`src/rtl/spi_target.sv`:
```
// Mode-0 SPI register-access target with four-wire and three-wire (SDIO) read-back.
// Optional: define SPI_TARGET_BURST_EN to continue with auto-incrementing data bytes after the command byte.
module spi_target #(
  parameter int SYNC_STAGES = 2,
  parameter int ADDR_W      = 7
) (
  input  logic              clk,
  input  logic              rst,
  input  logic              four_wire,
  input  logic              csb_i,
  input  logic              sclk_i,
  input  logic              mosi_i,
  output logic              mosi_o,
  output logic              mosi_oe,
  output logic              miso_o,
  output logic              miso_oe,
  output logic [ADDR_W-1:0] reg_addr,
  output logic [7:0]        reg_wdata,
  output logic              reg_wr_en,
  output logic              reg_rd_en,
  input  logic [7:0]        reg_rdata,
  output logic              frame_err
);

  typedef enum logic [1:0] {IDLE, CMD, DATA, DONE} state_t;

  state_t                 state_r, state_s;
  logic [SYNC_STAGES-1:0] csb_sync_r, sclk_sync_r, mosi_sync_r;
  logic                   csb_d_r, sclk_d_r;
  logic                   csb_s, sclk_s, mosi_s;
  logic                   csb_fall_s, csb_rise_s, sclk_rise_s, sclk_fall_s;
  logic                   shift_s, byte_end_s, drive_s, trunc_s;
  logic [2:0]             bit_cnt_r;
  logic [6:0]             rx_shift_r;
  logic [7:0]             rx_byte_s;
  logic                   rw_r;
  logic [7:0]             tx_shift_r;
  logic                   load_pend_r;
`ifdef SPI_TARGET_BURST_EN
  logic                   addr_inc_r;
`endif

  // Pin synchronizers plus one delay flop for edge detection. csb resets low so a
  // pin that is already low after reset never looks like a fresh frame start.
  always_ff @(posedge clk or posedge rst) begin
    if (rst) begin
      csb_sync_r  <= '0;
      sclk_sync_r <= '0;
      mosi_sync_r <= '0;
      csb_d_r     <= 1'b0;
      sclk_d_r    <= 1'b0;
    end else begin
      csb_sync_r  <= {csb_sync_r[SYNC_STAGES-2:0], csb_i};
      sclk_sync_r <= {sclk_sync_r[SYNC_STAGES-2:0], sclk_i};
      mosi_sync_r <= {mosi_sync_r[SYNC_STAGES-2:0], mosi_i};
      csb_d_r     <= csb_s;
      sclk_d_r    <= sclk_s;
    end
  end

  assign csb_s       = csb_sync_r[SYNC_STAGES-1];
  assign sclk_s      = sclk_sync_r[SYNC_STAGES-1];
  assign mosi_s      = mosi_sync_r[SYNC_STAGES-1];
  assign csb_fall_s  = ~csb_s & csb_d_r;
  assign csb_rise_s  = csb_s & ~csb_d_r;
  assign sclk_rise_s = sclk_s & ~sclk_d_r;
  assign sclk_fall_s = ~sclk_s & sclk_d_r;

  assign rx_byte_s  = {rx_shift_r, mosi_s};
  assign shift_s    = sclk_rise_s & ~csb_rise_s & ((state_r == CMD) | (state_r == DATA));
  assign byte_end_s = shift_s & (bit_cnt_r == 3'd7);
  assign drive_s    = sclk_fall_s & ~csb_rise_s & (state_r == DATA) & rw_r;

  // State register.
  always_ff @(posedge clk or posedge rst) begin
    if (rst) begin
      state_r <= IDLE;
    end else begin
      state_r <= state_s;
    end
  end

  // Next-state decode.
  always_comb begin
    state_s = state_r;
    case (state_r)
      IDLE: begin
        if (csb_fall_s) state_s = CMD;
        else            state_s = IDLE;
      end
      CMD: begin
        if (csb_rise_s)      state_s = IDLE;
        else if (byte_end_s) state_s = DATA;
        else                 state_s = CMD;
      end
      DATA: begin
        if (csb_rise_s)      state_s = IDLE;
`ifdef SPI_TARGET_BURST_EN
        else                 state_s = DATA;
`else
        else if (byte_end_s) state_s = DONE;
        else                 state_s = DATA;
`endif
      end
      DONE: begin
        if (csb_rise_s) state_s = IDLE;
        else            state_s = DONE;
      end
      default: state_s = IDLE;
    endcase
  end

  // A frame is truncated when csb returns high before the data byte completes.
  always_comb begin
    trunc_s = 1'b0;
    if (csb_rise_s) begin
      case (state_r)
        CMD:     trunc_s = 1'b1;
`ifdef SPI_TARGET_BURST_EN
        DATA:    trunc_s = (bit_cnt_r != 3'd0);
`else
        DATA:    trunc_s = 1'b1;
`endif
        default: trunc_s = 1'b0;
      endcase
    end else begin
      trunc_s = 1'b0;
    end
  end

  // Receive path: bit counting, command decode and register strobes.
  always_ff @(posedge clk or posedge rst) begin
    if (rst) begin
      bit_cnt_r  <= 3'd0;
      rx_shift_r <= 7'd0;
      rw_r       <= 1'b0;
      reg_addr   <= '0;
      reg_wdata  <= 8'h00;
      reg_wr_en  <= 1'b0;
      reg_rd_en  <= 1'b0;
      frame_err  <= 1'b0;
`ifdef SPI_TARGET_BURST_EN
      addr_inc_r <= 1'b0;
`endif
    end else begin
      reg_wr_en <= 1'b0;
      reg_rd_en <= 1'b0;
      frame_err <= trunc_s;
      if (csb_rise_s || (state_r == IDLE)) begin
        bit_cnt_r <= 3'd0;
      end else if (shift_s) begin
        bit_cnt_r  <= bit_cnt_r + 3'd1;
        rx_shift_r <= rx_byte_s[6:0];
        if (byte_end_s && (state_r == CMD)) begin
          rw_r      <= rx_byte_s[7];
          reg_addr  <= rx_byte_s[ADDR_W-1:0];
          reg_rd_en <= rx_byte_s[7];
`ifdef SPI_TARGET_BURST_EN
          addr_inc_r <= 1'b0;
`endif
        end else if (byte_end_s && rw_r) begin
`ifdef SPI_TARGET_BURST_EN
          // Prefetch the next byte so it is ready for the very next fall.
          reg_rd_en <= 1'b1;
          reg_addr  <= reg_addr + ADDR_W'(1);
`endif
        end else if (byte_end_s) begin
          reg_wdata <= rx_byte_s;
          reg_wr_en <= 1'b1;
`ifdef SPI_TARGET_BURST_EN
          if (addr_inc_r) reg_addr <= reg_addr + ADDR_W'(1);
          addr_inc_r <= 1'b1;
`endif
        end
      end
    end
  end

  // Transmit path: load read data after the strobe, present one bit per sclk fall.
  always_ff @(posedge clk or posedge rst) begin
    if (rst) begin
      tx_shift_r  <= 8'h00;
      load_pend_r <= 1'b0;
      mosi_o      <= 1'b0;
      mosi_oe     <= 1'b0;
      miso_o      <= 1'b0;
      miso_oe     <= 1'b0;
    end else begin
      load_pend_r <= reg_rd_en;
      if (load_pend_r) begin
        tx_shift_r <= reg_rdata;
      end else if (drive_s) begin
        tx_shift_r <= {tx_shift_r[6:0], 1'b0};
      end
      if (csb_rise_s) begin
        mosi_o  <= 1'b0;
        mosi_oe <= 1'b0;
        miso_o  <= 1'b0;
        miso_oe <= 1'b0;
      end else if (drive_s) begin
        if (four_wire) begin
          miso_o  <= tx_shift_r[7];
          miso_oe <= 1'b1;
        end else begin
          mosi_o  <= tx_shift_r[7];
          mosi_oe <= 1'b1;
        end
      end
    end
  end

endmodule
```
`config.mk`:
```
export PLATFORM = sky130hd
export DESIGN_NAME = spi_target
export DESIGN_NICKNAME = d
export VERILOG_FILES = /design/src/rtl/spi_target.sv
export SDC_FILE = /design/constraint.sdc
export NUM_CORES = 1
export LEC_CHECK = 0
export BUFFER_PORTS_ARGS = -buffer_cell sky130_fd_sc_hd__buf_4
export CAP_MARGIN = 20
export CELL_PAD_IN_SITES_DETAIL_PLACEMENT = 1
export CELL_PAD_IN_SITES_GLOBAL_PLACEMENT = 1
export CORE_MARGIN = 3
export CORE_UTILIZATION = 40
export DETAILED_ROUTE_END_ITERATION = 8
export MAX_ROUTING_LAYER = met4
export PLACE_DENSITY = 0.79
export SYNTH_ARGS = -nofsm -noshare
export SYNTH_HDL_FRONTEND = slang
export SYNTH_SLANG_ARGS = --single-unit
```
`constraint.sdc`:
```
create_clock -name clk -period 1.9 [get_ports clk]
set_input_delay 0 -clock clk [delete_from_list [all_inputs] [get_ports clk]]
set_output_delay 0 -clock clk [all_outputs]
set_load 0.01 [all_outputs]
```
# After elaboration in Yosys (flattened, before gate mapping)
# Cells that the tools add are included.
[classes] reduce_logical=14 eq_ne=5 bitwise_logic=19 addsub=1 mux=33
[ops] operator="$mux W1" count=24
[ops] operator="$mux W8" count=2
[ops] operator="$and A1 B1 Y1" count=10
[ops] operator="$mux W2" count=4
[ops] operator="$not A1 Y1" count=8
[ops] operator="$pmux W2 S4" count=1
[ops] operator="$reduce_bool A2 Y1" count=4
[ops] operator="$mux W3" count=2
[ops] operator="$reduce_and A2 Y1" count=3
[ops] operator="$reduce_and A5 Y1" count=1
[ops] operator="$eq A2 B2 Y1 const B" count=2
[ops] operator="$add A3 B1 Y3 const B" count=1
[ops] operator="$eq A3 B3 Y1 const B" count=1
[ops] operator="$reduce_and A3 Y1" count=1
[ops] operator="$eq A2 B1 Y1 const B" count=1
[ops] operator="$logic_and A1 B1 Y1" count=2
[ops] operator="$logic_not A2 Y1" count=1
[ops] operator="$ne A2 B1 Y1 const B" count=1
[ops] operator="$reduce_or A2 Y1" count=1
[ops] operator="$logic_or A1 B1 Y1" count=1
[ops] operator="$or A1 B1 Y1" count=1
[totals] word_cells=92 regBits=52 output_inout_bits=22 input_bits=14

# Logic depth before layout (Yosys ltp)
# Gate-level depths: netlist of run 1.
[depth] word_depth=11 depth_mapped=6 mapped_depth_nobuf=5

# Least setup slack after synthesis of run 1
# Ideal clock, no wire load.
[synth_path] path_type="register -> register" startpoint="reg state_r[0]" endpoint="reg reg_wdata[0]" synth_period_minus_slack_ns=1.906 path_stages_with_launch=6 arrival_time_ns=1.781 path_slack_ns=-0.006 n_path_buf=0 cell_sequence="dfrtp_1 inv_1 ha_1 nand4b_2 nor4b_4 mux2_2"
[synth_between] elab_chain_len=7
[synth_rtl] item="from (decl)" line="27" text="state_t state_r, state_s;"
[synth_rtl] item="from (signal assigned)" line="79" text="state_r <= state_s;"
[synth_rtl] item="$eq A2 B1 Y1 or $eq A2 B2 Y1 (tied branches)" line="70, 154"
[synth_rtl] item="$or A1 B1 Y1" line="70" text="assign shift_s = sclk_rise_s & ~csb_rise_s & ((state_r == CMD) | (state_r == DATA));"
[synth_rtl] item="$and A1 B1 Y1" line="70"
[synth_rtl] item="$and A1 B1 Y1" line="71" text="assign byte_end_s = shift_s & (bit_cnt_r == 3'd7);"
[synth_rtl] item="$logic_and A1 B1 Y1 (on tied branches)" line="161, 154"
[synth_rtl] item="$not A1 Y1 (no line)"
[synth_rtl] item="$reduce_and A5 Y1 (no line) *"
[synth_rtl] item="to (signal assigned)" line="168" text="reg_wdata <= rx_byte_s;"
[synth_rtl] item="to (decl)" line="18" text="output logic [7:0] reg_wdata,"
# Every way passes the cells marked *; elsewhere a longest branch is shown, timed or not.
# A chain may end at the register's enable or synchronous reset.

# Worst setup path in the final report of run 1
[layout_path] startpoint="reg state_r[1]" endpoint="reg rw_r"
[layout_between] elab_chain_len=6
[layout_rtl] item="$eq A2 B1 Y1 or $eq A2 B2 Y1 (tied branches)" line="70, 154"
[layout_rtl] item="$or A1 B1 Y1" line="70"
[layout_rtl] item="$and A1 B1 Y1" line="70"
[layout_rtl] item="$and A1 B1 Y1" line="71"
[layout_rtl] item="$logic_and A1 B1 Y1" line="154" text="if (byte_end_s && (state_r == CMD)) begin"
[layout_rtl] item="$reduce_and A3 Y1 (no line) *"
[layout_rtl] item="to (signal assigned)" line="155" text="rw_r <= rx_byte_s[7];"
[layout_rtl] item="to (decl)" line="36" text="logic rw_r;"
# Marked as above.

==> results of run 1 <==
==> worst max-delay path, stage by stage (launching register included) <==
cell and delay (ns):
dfrtp_1 0.38, inv_2 0.07, ha_4 0.28, nand4b_4 0.16, nor4b_4 0.32, buf_4 0.20
mux2_2 0.33
==> cells in the final DEF, fill, tap and decap left out, types with 2 or more instances in the layout <==
| master | netlist | layout |
|---|---|---|
| dlygate4sd3_1 | 0 | 13 |
| a21oi_1 | 4 | 4 |
| and2_1 | 2 | 2 |
| nor4b_4 | 2 | 2 |
| nand3_1 | 14 | 14 |
| nor2b_1 | 8 | 8 |
| clkbuf_8 | 0 | 6 |
| ha_4 | 0 | 2 |
| mux2i_1 | 2 | 2 |
| dfrtp_1 | 52 | 52 |
| buf_4 | 0 | 51 |
| nand3b_1 | 2 | 2 |
| nor2_1 | 9 | 9 |
| mux2_2 | 24 | 23 |
| inv_2 | 0 | 3 |
| nand2b_1 | 2 | 2 |
| o21ai_0 | 11 | 11 |
| ha_1 | 6 | 3 |
| nand2_1 | 9 | 9 |
==> per-stage QoR <==
| stage | TNS (ns) | worst slack [ns] | total power, W |
|---|---|---|---|
| 3_5_place_dp | -0.0815 | -0.0204 | 0.00126 |
| 3_3_place_gp | 0 | 0.0824 | 0.00126 |
| 4_1_cts | 0 | 0.00467 | 0.00196 |
| 5_1_grt | -0.0725 | -0.0190 | 0.00204 |
| 2_1_floorplan | 0 | 0.0401 | 0.00122 |
| 6_report | 0 | 0.0561 | 0.00195 |
==> registers in the layout, indices dropped and copies added, names as in the netlist, 2 cells and up <==
name         cells
reg_wdata        8
state_r          2
csb_sync_r       2
sclk_sync_r      2
mosi_sync_r      2
tx_shift_r       8
rx_shift_r       7
bit_cnt_r        3
reg_addr         7
==> power breakdown <==
group	switching, W	internal (W)
combinational	0.0000637	0.0000692
clock	0.000376	0.000299
sequential	0.0000144	0.00112
==> cell families (layout without fill, tap and decap cells) <==
family,count (synthesis),count (layout),share of synthesized area (%)
DFF,52,52,61.1
AOI/OAI and AO/OA,17,17,4.35
muxes,26,26,13.6
buffers and inverters,9,77,1.59
and+or+nand+nor,53,53,15.4
adders and majority gates,6,6,3.53
xor gates and xnor gates,1,1,0.411
==> layout make-up <==
cell class / count / area (um^2) / share of cell area, %
Clock buffer: 6 / 82.6 / 2.89
Inverter: 4 / 15.0 / 0.525
Clock inverter: 2 / 13.8 / 0.481
Sequential cell: 52 / 1300 / 45.5
Multi-Input combinational cell: 103 / 841 / 29.4
Timing Repair Buffer: 65 / 524 / 18.3
Tap cell: 67 / 83.8 / 2.93
==> Yosys cell counts <==
cell type / instances / area share, %
o21a_1: 1 / 0.35
nor2b_1: 8 / 2.4
dfrtp_1: 52 / 61
nand3_1: 14 / 3.3
nand2_1: 9 / 1.6
clkbuf_1: 5 / 0.88
nor3_2: 1 / 0.47
and4b_1: 1 / 0.47
nand2b_1: 2 / 0.59
xor2_1: 1 / 0.41
mux2_2: 24 / 13
nand4b_1: 1 / 0.41
o21ai_0: 11 / 2.6
nor4b_1: 1 / 0.41
inv_1: 4 / 0.70
mux2i_1: 2 / 0.94
nor2_1: 9 / 1.6
nand3b_1: 2 / 0.70
a221o_1: 1 / 0.47
a21oi_1: 4 / 0.94
and2_1: 2 / 0.59
ha_1: 6 / 3.5
nand4b_2: 1 / 0.70
nor4b_4: 2 / 2.2
==> how the worst min path moves through the flow <==
stage	cells after the start	start	to	slack, ns
6_report	3	rst	rx_shift_r[4]	0.31
5_1_grt	2	sclk_i	sclk_sync_r[0]	0.33
4_1_cts	3	rst	reg_addr[4]	0.33
3_5_place_dp	2	rst	reg_addr[5]	0.10
3_3_place_gp	2	rst	reg_addr[5]	0.09
2_1_floorplan	0	csb_i	csb_sync_r[0]	0.03
==> metal layers <==
| layer | up-vias | wire (um) | global-route usage (%) |
|---|---|---|---|
| li1 | 701 | - | - |
| met1 | 736 | 2100 | 20.5 |
| met2 | 37 | 2420 | 30.0 |
| met3 | 9 | 186 | 4.20 |
| met4 | 0 | 98 | 5.67 |
| met5 | - | 0 | - |
==> timing repair <==
action | 4_1_cts | 5_1_grt
pin swaps | 2 | 2
gates resized for setup | 1 | 7
hold endpoints to repair | 41 | 0
buffers inserted | 4 | 4
setup endpoints to repair | 16 | 16
hold buffers | 13 | 0
==> flow_metrics.tcl, run 1 <==
set metrics [dict create \
    outcome "completed" \
    vdd_drop_max_mv 0.570 \
    routed_via_density 4.96 \
    worstSkewPairLatency_ns 0.31 \
    setup_viol 0 \
    p_leak_nw 1.39 \
    slew_violations 0 \
    start_util_pct 43.1 \
    ff2ff_path_depth 6 \
    vias 1483 \
    dp_hpwl_um 3230 \
    n_fill_cell 525 \
    track_usage_pct 17.5 \
    synth-seq-cells 52 \
    reg2reg_slack_ns 0.06 \
    n_antenna_cell 0 \
    worst-setup-path-type "reg2reg" \
    grt_pass1_wl_um 8220 \
    rr_startpoint "state_r[1]" \
    tightest_slew_ns 0.578 \
    overflow 0 \
    core_area_um2 4940 \
    routed_wl_um 4800 \
    cp-end-kind "register" \
    timing.fmax_ghz 0.542 \
    grt_pass1_vias 1699 \
    syn-num-nets 184 \
    final_area_um2 2860 \
    synth.yosys.seq_area_share_pct 61.1 \
    fin_crit_ns 1.84 \
    yosys_warnings 0 \
    power-per-cell-area_nw_per_um2 680 \
    cts_tree "yes" \
    syn_area_per_cell_um2 13.0 \
    clk_pin_slew_worst_paths_ns 0.09 \
    fin_nets 251 \
    path_max_fanout 5 \
    routabilityCongestion 0.775 \
    fin_util_pct 57.9 \
    synth_cells 164 \
    htree_num_levels 2 \
    avgRoutedWirePerCell_um 16.0 \
    rsz0062_at_grt "true" \
    clk_path_buf_depth 2 \
    die_h_um 79.0 \
    die_w_um 79.0 \
    worstReg2RegEnd "rw_r" \
    critPathLaunch "state_r[1]" \
    clockRootBuffer "clkbuf_8" \
    cp.required_ns 2.10 \
    cap_violations 0 \
    cts.sinks 52 \
    dpl_cell_area_um2 2550 \
    dieArea_um2 6240 \
    drive_gt1_share_pct 40.9 \
    drt_iter0_markers 34 \
    netlist_area_um2 2130 \
    cts_inserted_buffers 5 \
    post-route-period-util_pct 97.0 \
    ant_nets 0 \
    antenna_found_initial 0 \
    crit_arrival_ns 2.05 \
    grt_max_degree 30 \
    synth.distinct_cells 24 \
    drtPass1Iterations 4 \
    worstSetupStartpointType "register" \
    instances_no_fill 299 \
    drc_errors 0 \
    io_pins 36 \
    hold_viol_final 0 \
    area.growth.synth_to_final_pct 34.4 \
    fp-row-count 25 \
    hold_class "in2async" \
    place_inst 270 \
    endpoint "rw_r" \
    relSlewSlack_pct 61.4 \
    hold_slack_ns 0.306 \
    fin_skew_ns 0.00153 \
    portBuffers 35 \
]
Power figures use the tool's default switching activity.
==> run 2: changes to the inputs <==
--- a/config.mk
+++ b/config.mk
@@ -7,7 +7,7 @@
 export LEC_CHECK = 0
 export BUFFER_PORTS_ARGS = -buffer_cell sky130_fd_sc_hd__buf_4
 export CAP_MARGIN = 20
-export CELL_PAD_IN_SITES_DETAIL_PLACEMENT = 1
+export CELL_PAD_IN_SITES_DETAIL_PLACEMENT = 0
 export CELL_PAD_IN_SITES_GLOBAL_PLACEMENT = 1
 export CORE_MARGIN = 3
 export CORE_UTILIZATION = 40
==> run 2 against run 1 <==
Effect of this change: via count shrank 3.4%; non-clock buffer count shrank 6; cell area shrank 1.7%; clock power shrank 6.8%; critical endpoint is now reg_addr[4]; die area is the same; sequential share of layout area grew 0.77 points; clock skew grew 0.0059 ns; sequential cell count is the same.
==> flow_metrics.tcl, run 2 (synthesis results as in run 1) <==
set metrics [dict create \
    fp-row-count 25 \
    cts_inserted_buffers 5 \
    worstSetupStartpointType "register" \
    n_fill_cell 417 \
    power-per-cell-area_nw_per_um2 672 \
    n_antenna_cell 0 \
    rr_startpoint "state_r[1]" \
    cp.required_ns 2.09 \
    antenna_found_initial 0 \
    htree_num_levels 2 \
    power_w 0.00189 \
    routed_wl_um 4000 \
    drive_gt1_share_pct 37.8 \
    drtPass1Iterations 4 \
    vias 1433 \
    routed_via_density 4.91 \
    hold_viol_final 0 \
    final_area_um2 2810 \
    cp_slowest_cell "dfrtp_1" \
    fin_skew_ns 0.00742 \
    fin_crit_ns 1.86 \
    area.growth.synth_to_final_pct 32.1 \
    die_w_um 79.0 \
    drt_iter0_markers 34 \
    layout_commonest_cell "dfrtp_1" \
    worstSkewPairLatency_ns 0.30 \
    avgRoutedWirePerCell_um 13.7 \
    track_usage_pct 14.7 \
    cpPeakStageDelay_ns 0.39 \
    core_area_um2 4940 \
    timing.fmax_ghz 0.536 \
    die_h_um 79.0 \
    outcome "completed" \
    crit_arrival_ns 2.05 \
    final_cell_mix "dfrtp_1, buf_4, mux2_2" \
    cap_violations 0 \
    clockRootBuffer "clkbuf_8" \
    clk_path_buf_depth 2 \
    cp_top_family "simple AND/OR/NAND/NOR gates" \
    portBuffers 35 \
    fin_util_pct 56.9 \
    io_pins 36 \
    hold_slack_ns 0.308 \
    grt_pass1_wl_um 6950 \
    worst-setup-path-type "reg2reg" \
    dp_hpwl_um 2810 \
    start_util_pct 43.1 \
    cp-end-kind "register" \
    cts.sinks 52 \
    grt_pass1_vias 1521 \
    reg2reg_slack_ns 0.04 \
    post-route-period-util_pct 98.1 \
    path_cells "inv_2, ha_4, nand4b_4, nor4b_4, buf_4, mux2_2" \
    rsz0062_at_grt "true" \
    clk_pin_slew_worst_paths_ns 0.09 \
    slew_violations 0 \
    cts_tree "yes" \
    fin_ws_ns 0.0353 \
    worstReg2RegEnd "reg_addr[4]" \
    p_leak_nw 1.35 \
    grt_max_degree 30 \
    reg.largest.list "reg_wdata x8, tx_shift_r x8" \
    ff2ff_path_depth 6 \
    overflow 0 \
    tightest_slew_ns 0.567 \
    drc_errors 0 \
    dieArea_um2 6240 \
    setup_viol 0 \
    crit_buf_inv 2 \
    routabilityCongestion 0.775 \
    relSlewSlack_pct 62.1 \
    ant_nets 0 \
    vdd_drop_max_mv 0.518 \
    hold_class "in2async" \
    fin_nets 245 \
    post-place-ws_ns -0.00557 \
    path_max_fanout 5 \
    dpl_cell_area_um2 2550 \
]
## run 2: changes by cell type in the layout (fill, tap and decap cells not counted), sizes merged
cell / change
buf: -6
inv: -1
## run 2: worst max path at each step
stage	startpoint	endpoint	slack (ns)	cells after the start
floorplan	state_r[0]	reg_wdata[0]	0.04	5
global placement	bit_cnt_r[0]	reg_wdata[3]	0.08	6
detailed placement	state_r[0]	reg_wdata[3]	-0.006	6
CTS	state_r[0]	reg_addr[1]	0.005	6
global route	state_r[1]	reg_addr[6]	-0.05	6
finish	state_r[1]	reg_addr[4]	0.04	6
## run 2: stage by stage
stage / instances / TNS [ns]
after floorplan: 164 / 0
after detailed placement: 270 / -0.00808
final: 292 / 0
after global routing: 292 / -0.367
after CTS: 290 / 0
after global placement: 270 / 0
## run 2: final cells by class
type | count | area [um^2] | area share (%)
clock buffers | 6 | 82.6 | 2.93
clock inverters | 1 | 8.76 | 0.311
repair buffers | 59 | 479 | 17.0
inverters | 4 | 15.0 | 0.534
multi-input cells | 103 | 843 | 30.0
flip-flops and latches | 52 | 1300 | 46.2
well taps | 67 | 83.8 | 2.98
## run 2: repair_timing
action | CTS | global route
hold endpoints to repair | 40 | 0
pin swaps | 0 | 2
gates resized for setup | 1 | 7
hold buffers | 13 | 0
setup buffers | 0 | 2
endpoints found under the setup margin | 7 | 16
## run 2: where the power goes
part / leakage [nW] / switching [W] / internal, W
Sequential: 0.669 / 0.0000132 / 0.00112
Clock: 0.0473 / 0.000338 / 0.000291
Combinational: 0.636 / 0.0000587 / 0.0000668
## run 2: layer usage
layer | global-route usage (%) | vias up | share of wire (%) | wire length, um
li1 | - | 685 | - | -
met1 | 18.6 | 692 | 46 | 1830
met2 | 22.9 | 49 | 46 | 1860
met3 | 4.31 | 7 | 6.6 | 264
met4 | 4.64 | 0 | 1.3 | 53
met5 | - | - | 0 | 0
## run 2: worst reg2reg max path: cells and delay by family, from the launching register on
| kind | cells | cell delay (ns) |
|---|---|---|
| adders and majority gates | 1 | 0.29 |
| buffers and inverters | 2 | 0.27 |
| DFF | 1 | 0.39 |
| muxes | 1 | 0.33 |
| and+or+nand+nor | 2 | 0.48 |
==> run 3: changes to the inputs <==
==> config.mk (replaced) <==
export PLATFORM = sky130hd
export DESIGN_NAME = spi_target
export DESIGN_NICKNAME = d
export VERILOG_FILES = /design/src/rtl/spi_target.sv
export SDC_FILE = /design/constraint.sdc
export NUM_CORES = 1
export LEC_CHECK = 0
export CAP_MARGIN = 20
export CELL_PAD_IN_SITES_DETAIL_PLACEMENT = 0
export CELL_PAD_IN_SITES_GLOBAL_PLACEMENT = 1
export CORE_MARGIN = 3
export CORE_UTILIZATION = 50
export DETAILED_ROUTE_END_ITERATION = 8
export DONT_BUFFER_PORTS = 1
export MAX_ROUTING_LAYER = met4
export PLACE_DENSITY = 0.83
export SYNTH_ARGS = -nofsm -noshare
export SYNTH_HDL_FRONTEND = slang
export SYNTH_SLANG_ARGS = --single-unit
==> constraint.sdc (replaced) <==
create_clock -name clk -period 2.2 [get_ports clk]
set_input_delay 0 -clock clk [delete_from_list [all_inputs] [get_ports clk]]
set_output_delay 0 -clock clk [all_outputs]
set_load 0.01 [all_outputs]
==> run 3 against run 2 <==
Effect of this change: utilization up 3.3 points; critical path depth stayed put; wire length fell by 6.5%; cell count shrank 19%; fmax shrank 5.8%; critical path type unchanged; largest cell class unchanged.
==> flow_metrics.tcl, run 3 (synthesis results as in run 1) <==
set metrics [dict create \
    worst-setup-path-type "reg2reg" \
    tightest_slew_ns 0.542 \
    crit_arrival_ns 2.17 \
    worstReg2RegEnd "reg_wdata[1]" \
    io_pins 36 \
    cp_slowest_cell "dfrtp_1" \
    track_usage_pct 16.4 \
    routed_via_density 5.51 \
    clk_pin_slew_worst_paths_ns 0.09 \
    overflow 0 \
    drtPass1Iterations 4 \
    reg2reg_slack_ns 0.22 \
    cap_violations 0 \
    path_max_fanout 9 \
    grt_pass1_vias 1361 \
    cts_setup_buffers 0 \
    vias 1301 \
    hold_viol_final 0 \
    hold_class "in2async" \
    slew_violations 0 \
    outcome "completed" \
    portBuffers 0 \
    drc_errors 0 \
    n_antenna_cell 0 \
    fin_crit_ns 1.98 \
    rr_startpoint "state_r[1]" \
    timing.fmax_ghz 0.505 \
    power-per-cell-area_nw_per_um2 662 \
    ff2ff_path_depth 6 \
    drt_iter0_markers 29 \
    clockRootBuffer "clkbuf_8" \
    routabilityCongestion 0.767 \
    relSlewSlack_pct 63.8 \
    cts_inserted_buffers 5 \
    rsz0062_at_grt "false" \
    grt_max_degree 37 \
    p_leak_nw 1.13 \
    path_cells "inv_1, ha_1, nand4b_2, nor4b_4, buf_4, mux2_2" \
    cp-end-kind "register" \
    dp_hpwl_um 2670 \
    layout_commonest_cell "dfrtp_1" \
    avgRoutedWirePerCell_um 15.9 \
    clk_path_buf_depth 2 \
    antenna_found_initial 0 \
    cts.sinks 52 \
    fin_nets 205 \
    n_fill_cell 321 \
    die_w_um 71.3 \
    worstSkewPairLatency_ns 0.30 \
    post-route-period-util_pct 89.9 \
    cpPeakStageDelay_ns 0.39 \
    fin_skew_ns 0.00229 \
    endpoint "reg_wdata[1]" \
    core_area_um2 4060 \
    cp.required_ns 2.39 \
    final_cell_mix "dfrtp_1, mux2_2, nand3_1" \
    grt_pass1_wl_um 6340 \
    vdd_drop_max_mv 0.522 \
    finalSetupTns_ns 0 \
    multi_input_area_um2 795 \
    routed_wl_um 3740 \
    fp-row-count 23 \
    htree_num_levels 2 \
    critPathLaunch "state_r[1]" \
    reg.largest.list "reg_wdata x8, tx_shift_r x8" \
    start_util_pct 52.5 \
    area.growth.synth_to_final_pct 14.7 \
    setup_viol 0 \
    drive_gt1_share_pct 22.6 \
    die_h_um 71.3 \
    cts_tree "yes" \
    regArea_um2 1300 \
    dieArea_um2 5080 \
    ant_nets 0 \
    worstSetupStartpointType "register" \
    power_w 0.00162 \
]
run 3: cell types whose count changed in the layout (fill, tap and decap cells not counted), sizes merged:
cell      previous run  this run
clkinvlp             0         1
buf                 46         6
clkinv               1         0
clkbuf               6         7
run 3: repair_timing:
action                    4_1_cts  5_1_grt
hold buffers                   13        0
resized for setup               0        0
hold endpoints to repair       31        0
run 3: how the worst min path moves through the flow:
stage	end	startpoint
3_5_place_dp	mosi_oe	rst
2_1_floorplan	csb_sync_r[0]	csb_i
4_1_cts	tx_shift_r[3]	rst
5_1_grt	miso_o	rst
3_3_place_gp	miso_oe	rst
6_report	miso_o	rst
run 3: critical path: cells and delay by family, from the launching register on:
kind,cells,cell delay [ns]
AND/OR/NAND/NOR,2,0.50
multiplexers,1,0.35
flip-flops,1,0.39
adder cells (fa/ha/maj),1,0.34
buffers and inverters,2,0.29
run 3: layout make-up:
type                       instances  area share, %
clock buffer                       7           3.53
tap                               50           2.56
sequential                        52           53.3
clock inverter                     1          0.307
multi-input combinational        103           32.5
timing repair buffer              19           7.17
inverter                           4          0.615
run 3: per-layer routing:
layer	vias to the layer above	GRT usage (%)	routed length, um
li1	609	-	-
met1	657	19.8	1590
met2	29	27.1	1890
met3	6	5.19	221
met4	0	3.76	39
met5	-	-	0
run 3: through the flow:
step / std cells / hold slack [ns] / cell area, um^2 / setup slack [ns] / util (%)
CTS: 236 / 0.118 / 2440 / 0.189 / 60.2
global route: 236 / 0.134 / 2440 / 0.0885 / 60.2
floorplan: 164 / 0.0314 / 2130 / 0.294 / -
global placement: 215 / -0.128 / 2220 / 0.320 / 54.7
detailed placement: 215 / -0.130 / 2220 / 0.226 / 54.7
finish: 236 / 0.113 / 2440 / 0.221 / 60.2
run 3: power breakdown:
part	total (W)	switching (W)	internal, W
combinational	0.0000791	0.0000443	0.0000348
sequential	0.000982	0.0000120	0.000970
clock	0.000556	0.000300	0.000256
